`src/rtl/dmem_port_arbiter.sv`:
```
// dmem_port_arbiter: round-robin sharing of dp_mem port B between core (req 0) and debug master (req 1).
// Define DMEM_ARB_STATS_EN to add saturating grant/conflict counters.
module dmem_port_arbiter #(
  parameter int ADDR_W = 32,
  parameter int DATA_W = 32
) (
  input  logic                      clk_i,
  input  logic                      rst_i,
  input  logic [1:0]                req_i,
  input  logic [2*ADDR_W-1:0]       addr_i,
  input  logic [2*(DATA_W/8)-1:0]   wsel_byte_i,
  input  logic [2*DATA_W-1:0]       wdata_i,
  output logic [1:0]                gnt_o,
  output logic [1:0]                rvalid_o,
  output logic [DATA_W-1:0]         rdata_o,
  output logic                      mem_en_o,
  output logic [ADDR_W-1:0]         mem_addr_o,
  output logic [DATA_W/8-1:0]       mem_wsel_byte_o,
  output logic [DATA_W-1:0]         mem_wdata_o,
  input  logic [DATA_W-1:0]         mem_rdata_i
`ifdef DMEM_ARB_STATS_EN
  ,
  output logic [31:0]               stat_gnt0_o,
  output logic [31:0]               stat_gnt1_o,
  output logic [31:0]               stat_conflict_o
`endif
);
  localparam int BW = DATA_W / 8;
  logic          r_prio;
  logic          r_rpend;
  logic          r_rtag;
  logic          w_sel;
  logic [BW-1:0] w_wsel;
  // r_prio names the requester that wins the next conflict
  always_comb begin
    gnt_o[0]        = ~rst_i & req_i[0] & (~req_i[1] | ~r_prio);
    gnt_o[1]        = ~rst_i & req_i[1] & (~req_i[0] | r_prio);
    w_sel           = gnt_o[1];
    w_wsel          = w_sel ? wsel_byte_i[BW+:BW] : wsel_byte_i[0+:BW];
    mem_en_o        = |gnt_o;
    mem_addr_o      = w_sel ? addr_i[ADDR_W+:ADDR_W] : addr_i[0+:ADDR_W];
    mem_wdata_o     = w_sel ? wdata_i[DATA_W+:DATA_W] : wdata_i[0+:DATA_W];
    mem_wsel_byte_o = mem_en_o ? w_wsel : '0;
    rvalid_o        = (r_rpend & ~rst_i) ? {r_rtag, ~r_rtag} : 2'b00;
    rdata_o         = mem_rdata_i;
  end
  always_ff @(posedge clk_i) begin
    if (rst_i) begin
      r_prio  <= 1'b0;
      r_rpend <= 1'b0;
      r_rtag  <= 1'b0;
    end else begin
      if (mem_en_o) r_prio <= gnt_o[0];
      r_rpend <= mem_en_o & ~|w_wsel;
      r_rtag  <= w_sel;
    end
  end
`ifdef DMEM_ARB_STATS_EN
  logic [31:0] r_stat_gnt0;
  logic [31:0] r_stat_gnt1;
  logic [31:0] r_stat_conflict;
  always_ff @(posedge clk_i) begin
    if (rst_i) begin
      r_stat_gnt0     <= '0;
      r_stat_gnt1     <= '0;
      r_stat_conflict <= '0;
    end else begin
      if (gnt_o[0] && ~&r_stat_gnt0) r_stat_gnt0 <= r_stat_gnt0 + 32'd1;
      if (gnt_o[1] && ~&r_stat_gnt1) r_stat_gnt1 <= r_stat_gnt1 + 32'd1;
      if (&req_i && ~&r_stat_conflict) r_stat_conflict <= r_stat_conflict + 32'd1;
    end
  end
  assign stat_gnt0_o     = r_stat_gnt0;
  assign stat_gnt1_o     = r_stat_gnt1;
  assign stat_conflict_o = r_stat_conflict;
`endif
endmodule

```
`config.mk`:
```
export PLATFORM = sky130hd
export DESIGN_NAME = dmem_port_arbiter
export DESIGN_NICKNAME = d
export VERILOG_FILES = /design/src/rtl/dmem_port_arbiter.sv
export SDC_FILE = /design/constraint.sdc
export NUM_CORES = 1
export LEC_CHECK = 0
export CAP_MARGIN = 15
export CORE_AREA = 2 2 108 110
export DETAILED_ROUTE_END_ITERATION = 16
export DIE_AREA = 0 0 110 112
export SYNTH_ARGS = -nofsm -noshare
export SYNTH_HDL_FRONTEND = slang
export SYNTH_SLANG_ARGS = --single-unit
```
`constraint.sdc`:
```
create_clock -name clk_i -period 1.53 [get_ports clk_i]
set_input_delay 0.3825 -clock clk_i [delete_from_list [all_inputs] [get_ports clk_i]]
set_output_delay 0.3825 -clock clk_i [all_outputs]
set_load 0.01 [all_outputs]
```
# Word level (Yosys, flattened, before mapping)
# Index checks and enable logic that the tools add are counted.
[totals]
ff_bits = 3
latch_bits = 0
ramBits = 0
mem_bits_ro = 0
in_bits = 172
output_inout_bits = 105
elab_cells = 24
memories = 0
[classes]
addsub = 0
mul = 0
n_div = 0
magnitude_cmp = 0
eq_ne = 0
shift = 0
muxes = 5
n_bitwise = 13
n_reduce_logical = 3
[ops]
columns = ["op", "count"]
rows = [
  ["$mux W32", 2],
  ["$mux W4", 2],
  ["$and A1 B1 Y1", 6],
  ["$not A1 Y1", 5],
  ["$reduce_or A4 Y1", 1],
  ["$mux W2", 1],
  ["$or A1 B1 Y1", 2],
  ["$reduce_or A2 Y1", 1],
  ["$logic_not A1 Y1", 1],
]

# Depth between registers and ports, before layout
[logic_depth]
word_depth = 7
depth_mapped = 5
depth_no_buf = 4

# Worst setup path after synthesis
# Ideal clock, no wire load.
[synth_timing]
kind = "register to output"
startpoint = "register r_prio"
endpoint = "output port mem_addr_o[10]"
arrival_time_ns = 1.198
required_ns = 1.147
slack_ns = -0.050
stages_incl_launch_ff = 5
n_path_buf = 1
path_cell_list = "dfxtp_1 nand2b_1 nand3b_2 buf_2 mux2_2"
[synth_via]
elab_chain_len = 3
[synth_rtl]
columns = ["item", "line_no", "source"]
rows = [
  ["start, declared", "29", "logic r_prio;"],
  ["start signal, assigned", "53", "if (mem_en_o) r_prio <= gnt_o[0];"],
  ["$or A1 B1 Y1", "37", "gnt_o[1] = ~rst_i & req_i[1] & (~req_i[0] | r_prio);"],
  ["$and A1 B1 Y1", "37", ""],
  ["$mux W32", "41", "mem_addr_o = w_sel ? addr_i[ADDR_W+:ADDR_W] : addr_i[0+:ADDR_W];"],
  ["end, declared", "17", "output logic [ADDR_W-1:0] mem_addr_o,"],
]
# Every way passes these cells.

# Worst setup path after layout
[layout_timing]
startpoint = "register r_prio"
endpoint = "output port mem_wdata_o[10]"
[layout_via]
elab_chain_len = 3
[layout_rtl]
columns = ["item", "line_no", "source"]
rows = [
  ["$or A1 B1 Y1", "37", ""],
  ["$and A1 B1 Y1", "37", ""],
  ["$mux W32", "42", "mem_wdata_o = w_sel ? wdata_i[DATA_W+:DATA_W] : wdata_i[0+:DATA_W];"],
  ["end, declared", "19", "output logic [DATA_W-1:0] mem_wdata_o,"],
]
# Every way passes these cells.

==> qor.yml <==
timing:
  maxSlewViolCount: 0
  finalSetupViolations: 70
  grt_setup_unrepaired: "yes"
  fin_setup_tns_ns: -30.91
  finalHoldViolations: 0
  whs_ns: 0.5826
  finalCritPeriodShare_pct: 132.0
  layout_setup_ws_ns: -0.4898
  max_freq_mhz: 495.1
  finClkSkew_ns: 0.001086
  relSlewSlack_pct: 87.92
  worstMarginPinSlew_ns: 0.1777
  min_period_ns: 2.020
cells_and_area:
  area_growth_syn_to_layout_pct: 236.4
  fillers: 1133
  nets: 520
  diodes: 0
  layout_commonest_cell: "clkdlybuf4s50_1"
  mostFrequentLayoutCells: "clkdlybuf4s50_1 (136), buf_6 (81), mux2_2 (39)"
  stdcell_count: 490
  drive_above_1_share_pct: 55.62
power_and_ir_drop:
  seq_power_share_pct: 4.9
  p_total_mw: 1.738
  leakage_nw: 1.857
  pwr-share-comb_pct: 71.4
  p_int_mw: 1.304
  p_sw_share_pct: 24.95
  irDropWorstVdd_uv: 349.9
  p_clk_share_pct: 23.7
  p_switching_uw: 433.5
  p_per_area_nw_per_um2: 420.5
clock_tree:
  clk_latency_ns: 0.22
  clkSlewWorstSetupHoldPaths_ns: 0.03
  numCtsBuffers: 3
  cts_tree: "done"
  postCtsHoldBufs: 0
  cts.sinks: 3
  cts_root_buffer: "clkbuf_16"
  htreeDepth: 1
  cts_max_path_buffers: 2
route:
  drc: 0
  met1_length_mm: 2.460
  drt_iter0_markers: 21
  highest_layer: "met4"
  ant_nets: 0
  wl_per_cell_um: 15.01
  wl_met2_mm: 4.063
  vias: 1859
  met3WireLength_um: 767
  via_per_inst: 3.794
  drtPass1Iterations: 4
  wirelength_mm: 7.357
place:
  dp_cells: 456
  io_buffers: 212
  hpwl_mm: 5.145
  globalplace.congestion: 0.7397
  place_ws_ns: -1.121
critical_path:
  required_ns: 1.15
  reg2reg_depth: 8
  start_kind: "register"
  cp.arrival_ns: 1.64
  critPathKind: "reg2out"
  cp_max_fo: 10
  end_kind: "primary output"
floorplanning:
  ios: 277
  rows: 39
  core_um2: 11170
  chipHeight_um: 112
  start_util_pct: 11.00
  die_x_um: 110
  die_area_um2: 12320
status:
  violations: "negative setup slack"
  status: "finished with violations"
min_path:
  min_path_type: "in2reg"
  holdPathStages: 3
yosys:
  synth.net_count: 303
  yosysTopAreaCell: "mux2_2"
  synth-warning-count: 0
  syn-cell-area_um2: 1229
  yosysUniqueCellTypes: 19
  synthCells: 131
  synth_area_leaders: "mux2_2 (59%), buf_4 (20%), dfxtp_1 (4.9%), mux2i_1 (3.3%), buf_2 (2.4%)"
  synth_area_per_cell_um2: 9.379
  yosysSeqAreaShare_pct: 4.888
  ys_ff_latch: 3
  yosysTopAreaCellShare_pct: 58.66
global_route:
  grt_pass1_wl_mm: 9.735
  antenna_found_initial: 0
  grt-ovfl-total: 0
  grt_pass1_vias: 1897
  grt_max_degree: 12
  grtUsageTotal_pct: 10.43
job:
  maxCapViolations: 0
-- power groups by stage --
stage / sequential, mW / combinational (mW) / clock (mW)
after floorplan: 0.0858 / 0.382 / 0
after global placement: 0.0858 / 0.971 / 0
after detailed placement: 0.0854 / 0.977 / 0
after CTS: 0.0852 / 1.23 / 0.422
after global routing: 0.0860 / 1.31 / 0.426
final: 0.0853 / 1.24 / 0.411
-- area by class of cell --
cell class                      count  area, um^2  area share [%]
Timing Repair Buffer              252        2775           67.15
Multi-Input combinational cell     85        1027           24.86
Tap cell                          143       178.9           4.329
Clock buffer                        4       78.83           1.907
Sequential cell                     3       61.31           1.484
Inverter                            3       11.26          0.2725
-- synth_stat cells --
cell,instances
a21oi_1,2
and2_1,1
and3b_1,1
and4_1,1
buf_2,6
buf_4,33
buf_6,1
dfxtp_1,3
inv_1,3
mux2_2,64
mux2i_1,4
nand2_1,1
nand2b_1,1
nand3b_1,2
nand3b_2,1
nor2_1,4
nor3b_1,1
o21a_1,1
o21bai_1,1
-- metrics by stage --
step	utilization [%]	area, um^2
floorplan	-	1229
global placement	29.97	3349
detailed placement	29.97	3349
global route	36.98	4133
CTS	36.48	4076
finish	36.98	4133
-- worst paths after layout --
| check | start | to | slack (ns) |
|---|---|---|---|
| max reg2reg | r_prio$_SDFFE_PP0P_ | r_rpend$_SDFF_PP0_ | 0.01 |
| min | req_i[0] | r_prio$_SDFFE_PP0P_ | 0.58 |
| min reg2reg | r_prio$_SDFFE_PP0P_ | r_prio$_SDFFE_PP0P_ | 0.60 |
| max | r_prio$_SDFFE_PP0P_ | mem_wdata_o[10] | -0.49 |
-- layer usage --
| metal | global-route usage, % | vias up |
|---|---|---|
| li1 | - | 867 |
| met2 | 21.39 | 130 |
| met3 | 2.576 | 10 |
| met1 | 10.19 | 852 |
| met5 | 0 | - |
| met4 | 1.772 | 0 |
-- state kept, by name (all words and copies together), names as in the netlist --
register,count
r_rpend,1
r_rtag,1
r_prio,1
-- repair_timing --
| action | CTS | global route |
|---|---|---|
| gates cloned | 6 | 0 |
| endpoints found under the setup margin | 74 | 73 |
| gates resized for setup | 419 | 16 |
| setup buffers | 24 | 3 |
| pin swaps | 4 | 2 |
-- worst max-delay path, stage by stage (launching register included) --
cell      delay (ns)
dfxtp_2         0.31
nand2b_4        0.14
nand3b_4        0.11
buf_6           0.13
buf_12          0.11
buf_16          0.13
mux2_2          0.35
buf_6           0.12
-- cell families after synthesis --
group / count (synthesis) / synth area share (%)
multiplexers: 68 / 61.91
AND/OR/NAND/NOR: 13 / 6.721
flip-flops: 3 / 4.888
AO/OA/AOI/OAI: 4 / 2.037
buffers and inverters: 43 / 24.44
(Power assumes the default switching activity.)
